<file path="config.mk">
export PLATFORM = sky130hd
export DESIGN_NAME = vc_ram_cmd_sequencer_flat
export DESIGN_NICKNAME = d
export VERILOG_FILES = /design/src/rtl/vc_ram_cmd_sequencer_if.sv /design/src/rtl/vc_ram_cmd_sequencer.sv /design/src/flat_wrapper.sv
export SDC_FILE = /design/constraint.sdc
export NUM_CORES = 1
export LEC_CHECK = 0
export ABC_CLOCK_PERIOD_IN_PS = 4400
export BUFFER_PORTS_ARGS = -buffer_cell sky130_fd_sc_hd__buf_2
export CAP_MARGIN = 15
export CORE_AREA = 10 10 215 217
export CTS_CLUSTER_SIZE = 40
export DETAILED_ROUTE_END_ITERATION = 12
export DIE_AREA = 0 0 225 227
export GPL_TIMING_DRIVEN = 0
export PLACE_DENSITY = 0.57
export SLEW_MARGIN = 25
export SYNTH_ARGS = -nofsm -noshare
export SYNTH_HDL_FRONTEND = slang
export SYNTH_SLANG_ARGS = --single-unit
</file>
<file path="constraint.sdc">
create_clock -name clk -period 4.4 [get_ports clk]
set_clock_uncertainty 0.1 [all_clocks]
set_input_delay 0.88 -clock clk [delete_from_list [all_inputs] [get_ports clk]]
set_output_delay 0.88 -clock clk [all_outputs]
set_load 0.05 [all_outputs]
</file>
<file path="src/rtl/vc_ram_cmd_sequencer_if.sv">
// Payload types and the request/command bundle shared by the data-RAM
// command sequencer and its neighbours (direction arbiters, SRAM port).

package vc_ram_cmd_sequencer_pkg;

    localparam int unsigned DS_N      = 4;
    localparam int unsigned REQ_NUM_W = $clog2(DS_N);
    localparam int unsigned OPC_W     = 4;

    // Arbitrated request command, 110 bits.
    typedef struct packed {
        logic [OPC_W-1:0] opcode;
        logic             last;
        logic [1:0]       direction_id;
        logic [7:0]       rob_entry_id;
        logic [9:0]       index;
        logic [28:0]      tag;
        logic [7:0]       byte_en;
        logic [47:0]      attr;
    } arb_out_req_t;

    // One beat toward the RAM, 113 bits.
    typedef struct packed {
        arb_out_req_t           req_cmd_pld;
        logic                   last;
        logic [REQ_NUM_W-1:0]   req_num;
    } read_ram_cmd_t;

endpackage

interface vc_ram_cmd_sequencer_if #(
    parameter int unsigned REQ_PORTS = 4
);
    import vc_ram_cmd_sequencer_pkg::*;

    localparam int unsigned SRC_W = (REQ_PORTS > 1) ? $clog2(REQ_PORTS) : 1;

    logic [REQ_PORTS-1:0]         req_vld;
    arb_out_req_t [REQ_PORTS-1:0] req_pld;
    logic [REQ_PORTS-1:0]         req_rdy;
    logic                         cmd_vld;
    read_ram_cmd_t                cmd_pld;
    logic                         cmd_rdy;
    logic [SRC_W-1:0]             cmd_src;
    logic                         busy;

    // Sequencer side: consumes requests, issues beats.
    modport master (
        input  req_vld,
        input  req_pld,
        input  cmd_rdy,
        output req_rdy,
        output cmd_vld,
        output cmd_pld,
        output cmd_src,
        output busy
    );

    // Environment side: direction arbiters plus RAM command port.
    modport slave (
        output req_vld,
        output req_pld,
        output cmd_rdy,
        input  req_rdy,
        input  cmd_vld,
        input  cmd_pld,
        input  cmd_src,
        input  busy
    );

endinterface

</file>
<file path="src/rtl/vc_ram_cmd_sequencer.sv">
// Round-robin arbiter over the four direction request streams that expands
// each granted command into one (read/write) or BEATS (linefill/evict) RAM
// beats, holding the RAM for the whole burst.

module vc_ram_cmd_sequencer
    import vc_ram_cmd_sequencer_pkg::*;
#(
    parameter int unsigned REQ_PORTS    = 4,
    parameter int unsigned BEATS        = DS_N,
    parameter int unsigned OPC_LINEFILL = 2,
    parameter int unsigned OPC_EVICT    = 3
) (
    input  logic                   clk,
    input  logic                   rst_n,
    vc_ram_cmd_sequencer_if.master bus_if
);

    localparam int unsigned PTR_W  = (REQ_PORTS > 1) ? $clog2(REQ_PORTS) : 1;
    localparam int unsigned BEAT_W = (BEATS > 1) ? $clog2(BEATS) : 1;

    typedef enum logic {
        ST_IDLE  = 1'b0,
        ST_ISSUE = 1'b1
    } state_e;

    state_e               state_q, state_d;
    logic [PTR_W-1:0]     rr_ptr_q, rr_ptr_d;
    arb_out_req_t         hold_q, hold_d;
    logic [PTR_W-1:0]     src_q, src_d;
    logic [BEAT_W-1:0]    beat_cnt_q, beat_cnt_d;
    logic [BEAT_W-1:0]    last_idx_q, last_idx_d;

    logic                 win_vld_c;
    logic [PTR_W-1:0]     win_idx_c;
    logic [OPC_W-1:0]     win_opc_c;
    logic                 multi_c;
    logic                 beat_last_c;
    logic                 beat_acc_c;
    logic                 grant_ok_c;
    logic                 xfer_c;

    // Round-robin search starting at rr_ptr_q, first valid port wins.
    always_comb begin
        logic [PTR_W-1:0] cand;
        win_vld_c = 1'b0;
        win_idx_c = '0;
        cand      = '0;
        for (int unsigned k = 0; k < REQ_PORTS; k++) begin
            cand = PTR_W'((32'(rr_ptr_q) + k) % REQ_PORTS);
            if (!win_vld_c && bus_if.req_vld[cand]) begin
                win_vld_c = 1'b1;
                win_idx_c = cand;
            end
        end
    end

    // Handshake qualifiers: a new grant is taken only when idle or while the
    // final beat of the current command is being accepted.
    assign win_opc_c   = bus_if.req_pld[win_idx_c].opcode;
    assign multi_c     = (win_opc_c == OPC_W'(OPC_LINEFILL)) ||
                         (win_opc_c == OPC_W'(OPC_EVICT));
    assign beat_last_c = (beat_cnt_q == last_idx_q);
    assign beat_acc_c  = (state_q == ST_ISSUE) && bus_if.cmd_rdy;
    assign grant_ok_c  = (state_q == ST_IDLE) || (beat_acc_c && beat_last_c);
    assign xfer_c      = grant_ok_c && win_vld_c;

    // State register.
    always_ff @(posedge clk or negedge rst_n) begin
        if (!rst_n) begin
            state_q <= ST_IDLE;
        end else begin
            state_q <= state_d;
        end
    end

    // Next-state: back-to-back grants on the last beat keep us in ISSUE.
    always_comb begin
        state_d = state_q;
        case (state_q)
            ST_IDLE: begin
                if (xfer_c) begin
                    state_d = ST_ISSUE;
                end
            end
            ST_ISSUE: begin
                if (beat_acc_c && beat_last_c) begin
                    state_d = xfer_c ? ST_ISSUE : ST_IDLE;
                end
            end
            default: state_d = ST_IDLE;
        endcase
    end

    // Datapath next values: capture on transfer, advance beat on accept.
    always_comb begin
        rr_ptr_d   = rr_ptr_q;
        hold_d     = hold_q;
        src_d      = src_q;
        beat_cnt_d = beat_cnt_q;
        last_idx_d = last_idx_q;
        if (xfer_c) begin
            rr_ptr_d   = (win_idx_c == PTR_W'(REQ_PORTS - 1)) ? '0
                                                              : win_idx_c + PTR_W'(1);
            hold_d     = bus_if.req_pld[win_idx_c];
            src_d      = win_idx_c;
            beat_cnt_d = '0;
            last_idx_d = multi_c ? BEAT_W'(BEATS - 1) : '0;
        end else if (beat_acc_c && !beat_last_c) begin
            beat_cnt_d = beat_cnt_q + BEAT_W'(1);
        end
    end

    // Datapath registers; reset abandons any burst in flight.
    always_ff @(posedge clk or negedge rst_n) begin
        if (!rst_n) begin
            rr_ptr_q   <= '0;
            hold_q     <= '0;
            src_q      <= '0;
            beat_cnt_q <= '0;
            last_idx_q <= '0;
        end else begin
            rr_ptr_q   <= rr_ptr_d;
            hold_q     <= hold_d;
            src_q      <= src_d;
            beat_cnt_q <= beat_cnt_d;
            last_idx_q <= last_idx_d;
        end
    end

    // Outputs: beat fields come straight from registers; zero when idle.
    always_comb begin
        read_ram_cmd_t beat;
        beat           = '0;
        bus_if.cmd_vld = 1'b0;
        bus_if.busy    = 1'b0;
        bus_if.cmd_src = src_q;
        bus_if.req_rdy = xfer_c ? (REQ_PORTS'(1) << win_idx_c) : '0;
        if (state_q == ST_ISSUE) begin
            bus_if.cmd_vld        = 1'b1;
            bus_if.busy           = 1'b1;
            beat.req_cmd_pld      = hold_q;
            beat.req_cmd_pld.last = beat_last_c;
            beat.last             = beat_last_c;
            beat.req_num          = REQ_NUM_W'(beat_cnt_q);
        end
        bus_if.cmd_pld = beat;
    end

    // At most one port is accepted per cycle.
    a_req_rdy_onehot: assert property (
        @(posedge clk) disable iff (!rst_n) $onehot0(bus_if.req_rdy));

    // A stalled beat is held unchanged and no new request is taken.
    a_stall_stable: assert property (
        @(posedge clk) disable iff (!rst_n)
        (bus_if.cmd_vld && !bus_if.cmd_rdy) |=>
            (bus_if.cmd_vld && $stable(bus_if.cmd_pld) && $stable(bus_if.cmd_src)));

endmodule
</file>
<file path="src/flat_wrapper.sv">
// flat-port wrapper written by rule: the top's interface ports become plain ports
module vc_ram_cmd_sequencer_flat import vc_ram_cmd_sequencer_pkg::*;
#(
    parameter int unsigned REQ_PORTS    = 4,
    parameter int unsigned BEATS        = DS_N,
    parameter int unsigned OPC_LINEFILL = 2,
    parameter int unsigned OPC_EVICT    = 3
)
  (clk, rst_n, bus_if_req_vld, bus_if_req_pld, bus_if_cmd_rdy, bus_if_req_rdy, bus_if_cmd_vld, bus_if_cmd_pld, bus_if_cmd_src, bus_if_busy);
  vc_ram_cmd_sequencer_if #(.REQ_PORTS(REQ_PORTS)) bus_if_i ();
  input  logic clk;
  input  logic rst_n;
  input wire logic [$bits(bus_if_i.req_vld)-1:0] bus_if_req_vld;
  input wire logic [$bits(bus_if_i.req_pld)-1:0] bus_if_req_pld;
  input wire logic [$bits(bus_if_i.cmd_rdy)-1:0] bus_if_cmd_rdy;
  output wire logic [$bits(bus_if_i.req_rdy)-1:0] bus_if_req_rdy;
  output wire logic [$bits(bus_if_i.cmd_vld)-1:0] bus_if_cmd_vld;
  output wire logic [$bits(bus_if_i.cmd_pld)-1:0] bus_if_cmd_pld;
  output wire logic [$bits(bus_if_i.cmd_src)-1:0] bus_if_cmd_src;
  output wire logic [$bits(bus_if_i.busy)-1:0] bus_if_busy;
  assign bus_if_i.req_vld = bus_if_req_vld;
  assign bus_if_i.req_pld = bus_if_req_pld;
  assign bus_if_i.cmd_rdy = bus_if_cmd_rdy;
  assign bus_if_req_rdy = bus_if_i.req_rdy;
  assign bus_if_cmd_vld = bus_if_i.cmd_vld;
  assign bus_if_cmd_pld = bus_if_i.cmd_pld;
  assign bus_if_cmd_src = bus_if_i.cmd_src;
  assign bus_if_busy = bus_if_i.busy;
  vc_ram_cmd_sequencer #(.REQ_PORTS(REQ_PORTS), .BEATS(BEATS), .OPC_LINEFILL(OPC_LINEFILL), .OPC_EVICT(OPC_EVICT)) u_core (.clk(clk), .rst_n(rst_n), .bus_if(bus_if_i));
endmodule
</file>
==> results of run 1 <==
[cell usage in the layout (no fill, tap or decap), types with 2 or more instances in the layout]
master     instances
a211oi_1          86
buf_2            588
ha_1               4
clkbuf_8           5
clkbuf_16         17
nand2_1          232
a211oi_2          22
clkbuf_1          64
and2_1           116
nor2_1             5
buf_8              4
o31ai_1            2
o21ai_0            3
nor2b_1            6
buf_4             25
diode_2            7
a311oi_1         106
a21o_1           107
buf_6             10
a21oi_1            6
and3_1            87
nand3_1            2
and3_4            21
clkinv_2           4
dfrtp_1          117
[through the flow]
step,util [%],std cells,hold WS (ns)
6_report,31.4,2205,0.255
5_1_grt,31.4,2201,0.268
4_1_cts,31.3,2198,0.262
3_5_place_dp,30.0,2168,0.358
3_3_place_gp,29.9,2166,0.351
2_1_floorplan,-,1064,0.341
[final timing paths]
| kind | start | end | slack (ns) | depth (start not counted) |
|---|---|---|---|---|
| max | bus_if_req_vld[2] | bus_if_req_rdy[3] | 0.29 | 10 |
| min | rst_n | u_core.hold_q[86] | 0.26 | 1 |
| max reg2reg | u_core.state_q | u_core.hold_q[41] | 1.19 | 8 |
| min reg2reg | u_core.hold_q[25] | u_core.hold_q[25] | 0.37 | 1 |
| max in group asynchronous | rst_n | u_core.hold_q[6] | 3.21 | 2 |
| min in group clk | u_core.hold_q[25] | u_core.hold_q[25] | 0.37 | 1 |
[state kept, by name, summed over array words and instances, names as in the netlist]
signal and count:
u_core.bus_if.cmd_src 2, u_core.rr_ptr_q 2, u_core.beat_cnt_q 2, u_core.state_q 1
u_core.last_idx_q 1, u_core.hold_q 109
[layout make-up]
class                      count  area share (%)
antenna                        7           0.134
multi-input combinational    820            40.9
clock inverter                 4           0.344
sequential                   117            22.3
tap                          539            5.15
clock buffer                  26            3.89
inverter                       2          0.0668
timing repair buffer         565            21.8
buffer                       125            5.40
[cells by family after synthesis]
group	count (synthesis)	share of synthesized area, %
buf+inv	127	7.96
simple gates	475	27.8
compound gates	340	31.0
flops	117	32.6
mux	1	0.125
fa+ha+maj	4	0.557
[per-layer routing]
| metal | vias to the layer above | GRT usage, % | wire, um |
|---|---|---|---|
| met4 | 8 | 7.02 | 1550 |
| li1 | 5066 | - | - |
| met3 | 90 | 5.62 | 3770 |
| met5 | - | 0 | 54 |
| met2 | 532 | 33.6 | 25700 |
| met1 | 5355 | 23.1 | 21300 |
[what timing repair did]
| action | in CTS | in global routing |
|---|---|---|
| setup buffers | 0 | 0 |
| endpoints found under the hold margin | 0 | 0 |
| gates resized for setup | 1 | 0 |
| setup endpoints to repair | 10 | 0 |
[worst register-to-register path, stage by stage (launching register included)]
cell	delay, ns
dfrtp_1	0.52
clkbuf_1	0.62
a21bo_2	0.35
nand2b_1	0.08
buf_4	0.17
buf_2	0.46
clkbuf_1	0.49
a311oi_1	0.12
a21o_1	0.19
[power groups by stage]
stage	registers (uW)	clock network [uW]	logic, uW
after global routing	1940	1440	7080
after CTS	1870	1390	6680
after floorplan	1820	0	4730
after detailed placement	1880	0	6660
final	1870	1350	6640
after global placement	1860	0	6630
==> impl_metrics.py, run 1 <==
metrics = {
    "grt": {
        "global_route_usage_over_all_layers_pct": 19.7,
        "global_route.overflow_total": 0,
        "antenna_found_initial": 8,
        "grt_max_degree": 63,
        "grt_first_pass_wirelength_um": 75300,
        "grt_pass1_vias": 11600,
    },
    "clocking": {
        "hold_buffers": 0,
        "cts_root_buffer": "clkbuf_16",
        "clock_tree.buffer_depth": 2,
        "htreeDepth": 4,
        "clock_insertion_delay_worst_skew_ns": 0.43,
        "numClockSinks": 117,
        "cts_buffers": 17,
        "cts_tree": "done",
        "cts.clk_slew.worst_paths_ns": 0.06,
    },
    "power": {
        "p_per_area_mw_per_mm2": 753,
        "power_frac_clock_pct": 13.7,
        "switching_share_of_power_pct": 54.4,
        "ir_worst_vdd_uv": 371,
        "static-leakage-power_uw": 0.00698,
        "fin_total_pwr_uw": 9870,
        "switching_power_total_uw": 5360,
        "p_seq_share_pct": 19.0,
        "power_report.internal_total_uw": 4500,
        "pwr-share-comb_pct": 67.3,
    },
    "detailed_routing": {
        "routed_wl_um": 52400,
        "drt_first_iter_violations": 717,
        "detailedRoute.firstPassIterationCount": 5,
        "route.detailed.wl_per_inst_um": 23.7,
        "vias": 11100,
        "drtAntennaViolNets": 0,
        "vias_cell": 5.01,
        "drc": 0,
    },
    "place": {
        "routabilityCongestion": 0.966,
        "dpl_cell_area_mm2": 0.0125,
        "dp_hpwl_um": 42400,
        "pre_cts_ws_ns": 0.276,
        "numPortBuffers": 563,
    },
    "synthesis": {
        "synth_commonest_cells": "232 x nand2_1, 117 x dfrtp_1, 116 x and2_1",
        "synth_top_area_share_pct": 32.6,
        "synth_seq_cells": 117,
        "ys_warn_count": 0,
        "synth-async-reset-ratio_pct": 100,
        "synth.yosys.seq_area_share_pct": 32.6,
        "yosys.cell_count.top_type": "nand2_1",
        "syn-num-nets": 1515,
        "post_synth_num_cell_types": 39,
        "syn_avg_cell_area_um2": 8.45,
        "yosys.area.top_type": "dfrtp_1",
        "synth-edff-count": 0,
        "netlist_instances": 1064,
        "synth_area_mm2": 0.00899,
        "dominant_synthesized_flop_cell": "dfrtp_1",
        "synthTopCellsByArea": "dfrtp_1 33%, a311oi_1 10%, nand2_1 9.7%",
    },
    "timing": {
        "final.setup.worst_slack_ns": 0.293,
        "final_period_minus_worst_setup_slack_ns": 4.11,
        "timing.setup.tns_ns": 0,
        "tightest_slew_ns": 0.788,
        "fraction_of_the_cycle_the_final_worst_path_needs_pct": 93.4,
        "final_max_slew_viol_count": 0,
        "timing.slew.headroom_pct": 47.4,
        "finalHoldViolCount": 0,
        "clock.fmax_mhz": 243,
        "rsz0062_at_grt": "false",
        "finalSetupViolCount": 0,
    },
    "setup_path": {
        "crit_buf_inv": 5,
        "critical_path.endpoint_type": "output port",
        "critPathMaxFanout": 11,
        "worst_path_max_delay_cell": "or4b_1",
        "cp.arrival_ns": 3.13,
        "timing.critical_path.slowest_cell_delay_ns": 0.53,
        "critical_path.cell_chain": "buf_2 > nor2b_1 > or4b_1 > buf_6 > nand2_8 > buf_6 > buf_4 > ha_1 > and2_1 > buf_2",
        "crit_type": "in2out",
        "cp_data_required_time_ns": 3.42,
        "start_kind": "input port",
        "kind_of_cell_adding_the_most_delay_to_the_critical_path": "buffers and inverters",
    },
    "die": {
        "floorplan.die.height_um": 227,
        "die_area_mm2": 0.0511,
        "num_rows": 75,
        "fp.coreArea_mm2": 0.0418,
        "die_span_x_um": 225,
        "initial_utilization_pct": 21.5,
        "num_io_pins": 568,
    },
    "min_path": {
        "worstHoldPathType": "in2async",
    },
    "layout": {
        "syn_to_final_growth_pct": 45.7,
        "drive_gt1_share_pct": 42.6,
        "final_area_mm2": 0.0131,
        "fillerInstances": 4574,
        "multi_input_comb_area_mm2": 0.00536,
        "num-nets-final": 2099,
        "layout.area.seq_mm2": 0.00293,
    },
    "run": {
        "max_cap_violations": 0,
    },
    "outcome": {
        "status": "finished clean",
    },
}
No activity file was read; power rests on OpenSTA's default activity.
==> run 2: changes to the inputs <==
--- a/config.mk
+++ b/config.mk
@@ -9,10 +9,13 @@
 export BUFFER_PORTS_ARGS = -buffer_cell sky130_fd_sc_hd__buf_2
 export CAP_MARGIN = 15
-export CORE_AREA = 10 10 215 217
+export CELL_PAD_IN_SITES_DETAIL_PLACEMENT = 1
+export CELL_PAD_IN_SITES_GLOBAL_PLACEMENT = 2
+export CORE_AREA = 10 10 213 215
 export CTS_CLUSTER_SIZE = 40
 export DETAILED_ROUTE_END_ITERATION = 12
-export DIE_AREA = 0 0 225 227
+export DIE_AREA = 0 0 223 225
+export GPL_ROUTABILITY_DRIVEN = 0
 export GPL_TIMING_DRIVEN = 0
-export PLACE_DENSITY = 0.57
+export PLACE_DENSITY = 0.9
 export SLEW_MARGIN = 25
 export SYNTH_ARGS = -nofsm -noshare
==> constraint.sdc (replaced) <==
create_clock -name clk -period 4.4 [get_ports clk]
set_clock_uncertainty 0.1 [all_clocks]
set_input_delay 0.88 -clock clk [delete_from_list [all_inputs] [get_ports clk]]
set_output_delay 0.88 -clock clk [all_outputs]
set_load 0.02 [all_outputs]
==> impl_metrics.py, run 2 (synthesis gave the netlist of run 1 again) <==
metrics = {
    "outcome": {
        "status": "finished clean",
    },
    "timing": {
        "finalHoldViolCount": 0,
        "clock.fmax_mhz": 248,
        "timing.slew.headroom_pct": 42.3,
        "rsz0062_at_grt": "false",
        "timing.setup.tns_ns": 0,
        "finalSetupViolCount": 0,
        "final_period_minus_worst_setup_slack_ns": 4.04,
        "tightest_slew_ns": 0.866,
        "final_max_slew_viol_count": 0,
        "fraction_of_the_cycle_the_final_worst_path_needs_pct": 91.8,
    },
    "setup_path": {
        "critical_path.endpoint_type": "output port",
        "crit_type": "reg2out",
        "start_kind": "flop",
        "cp_common_cell": "clkbuf_1",
        "kind_of_cell_adding_the_most_delay_to_the_critical_path": "buffers and inverters",
        "critical_path.cell_chain": "clkbuf_1 > clkbuf_1 > clkbuf_1 > and2_1 > buf_2",
        "critPathMaxFanout": 10,
        "cp.arrival_ns": 3.06,
        "worst_path_max_delay_cell": "clkbuf_1",
        "timing.critical_path.slowest_cell_delay_ns": 0.62,
        "cp_data_required_time_ns": 3.42,
        "crit_buf_inv": 4,
    },
    "die": {
        "floorplan.die.height_um": 225,
        "num_io_pins": 568,
        "die_span_x_um": 223,
        "initial_utilization_pct": 21.7,
        "die_area_mm2": 0.0502,
        "num_rows": 75,
        "fp.coreArea_mm2": 0.0414,
    },
    "clocking": {
        "post_cts_resized": 0,
        "clock_insertion_delay_worst_skew_ns": 0.44,
        "cts_setup_buffers": 0,
        "cts.clk_slew.worst_paths_ns": 0.06,
        "cts_buffers": 17,
        "htreeDepth": 4,
        "cts_root_buffer": "clkbuf_16",
        "hold_buffers": 0,
        "cts_tree": "done",
        "numClockSinks": 117,
        "clock_tree.buffer_depth": 2,
    },
    "detailed_routing": {
        "vias_cell": 5.02,
        "route.detailed.wl_per_inst_um": 24.4,
        "drtAntennaViolNets": 0,
        "vias": 11100,
        "drc": 0,
        "drt_first_iter_violations": 663,
        "routed_wl_um": 53800,
        "detailedRoute.firstPassIterationCount": 5,
    },
    "layout": {
        "num-nets-final": 2098,
        "number_of_flip_flops_in_the_largest_register": 109,
        "layout_commonest_cell": "buf_2",
        "drive_gt1_share_pct": 42.6,
        "layout.cells.most_common_list": "587 x buf_2, 232 x nand2_1, 117 x dfrtp_1",
        "register_ranked_first_by_flip_flop_count": "u_core.hold_q",
        "syn_to_final_growth_pct": 46.0,
    },
    "power": {
        "switching_power_total_uw": 4250,
        "power_report.internal_total_uw": 4560,
        "power_frac_clock_pct": 16.4,
        "pwr-share-comb_pct": 62.3,
        "fin_total_pwr_uw": 8810,
        "static-leakage-power_uw": 0.00698,
        "ir_worst_vdd_uv": 208,
        "p_seq_share_pct": 21.3,
        "switching_share_of_power_pct": 48.2,
        "p_per_area_mw_per_mm2": 671,
    },
    "grt": {
        "global_route.overflow_total": 0,
        "grt_pass1_vias": 11800,
        "grt_max_degree": 75,
        "antenna_found_initial": 9,
        "global_route_usage_over_all_layers_pct": 20.2,
        "grt_first_pass_wirelength_um": 77000,
    },
    "min_path": {
        "worstHoldPathType": "in2async",
    },
    "place": {
        "numPortBuffers": 563,
        "dp_hpwl_um": 43200,
    },
    "run": {
        "max_cap_violations": 0,
    },
}
## run 2: changes by cell type in the layout (fill, tap and decap cells not counted)
cell,before,now
buf_2,588,587
clkbuf_8,5,1
clkinvlp_4,0,2
clkinv_2,4,6
bufinv_16,1,3
## run 2: final cells by class
cell class / count / area [um^2]
diodes: 7 / 17.5
plain buffers: 125 / 708
clock buffers: 22 / 454
clock inverters: 10 / 130
fillers: 5167 / 28300
inverters: 2 / 8.76
multi-input cells: 820 / 5360
flip-flops and latches: 117 / 2930
well taps: 539 / 674
repair buffers: 564 / 2860
## run 2: worst paths after layout
kind                       cells after the start            endpoint         startpoint  slack, ns
hold reg to reg                                1   u_core.hold_q[38]  u_core.hold_q[38]       0.37
hold / removal                                 1   u_core.hold_q[34]              rst_n       0.22
setup reg to reg                               8   u_core.hold_q[44]     u_core.state_q       1.23
max in group asynchronous                      2   u_core.hold_q[56]              rst_n       3.22
setup / recovery                               5  bus_if_cmd_pld[96]     u_core.state_q       0.36
min in group clk                               1   u_core.hold_q[38]  u_core.hold_q[38]       0.37
## run 2: power groups by stage
stage	clock network [uW]	registers, uW	logic, uW
after floorplan	0	1800	3530
after detailed placement	0	1890	5520
after global placement	0	1850	5400
final	1440	1870	5490
after global routing	1540	1930	5930
after CTS	1490	1870	5540
## run 2: worst reg2reg max path, delay by kind of cell, from the launching register on
kind,cells,cell delay [ns]
simple gates,1,0.09
buf+inv,4,1.72
flops,1,0.49
compound gates,3,0.68
## run 2: per-stage QoR
stage	instance area, um^2	hold WS [ns]	instances	utilization [%]	worst slack, ns
CTS	13100	0.214	2199	31.7	0.00177
detailed placement	12500	0.358	2167	30.3	0.403
global placement	12500	0.351	2166	30.2	0.201
global route	13100	0.235	2204	31.7	0.195
floorplan	8990	0.341	1064	-	1.01
finish	13100	0.224	2206	31.7	0.362
## run 2: per-layer routing
metal	GRT usage [%]	wire length (um)	vias up	share of wire [%]
met5	0	34	-	0.063
met4	6.28	1240	6	2.3
met3	5.14	3440	70	6.4
met2	35.6	27200	449	50
met1	23.5	21900	5492	41
li1	-	-	5059	-
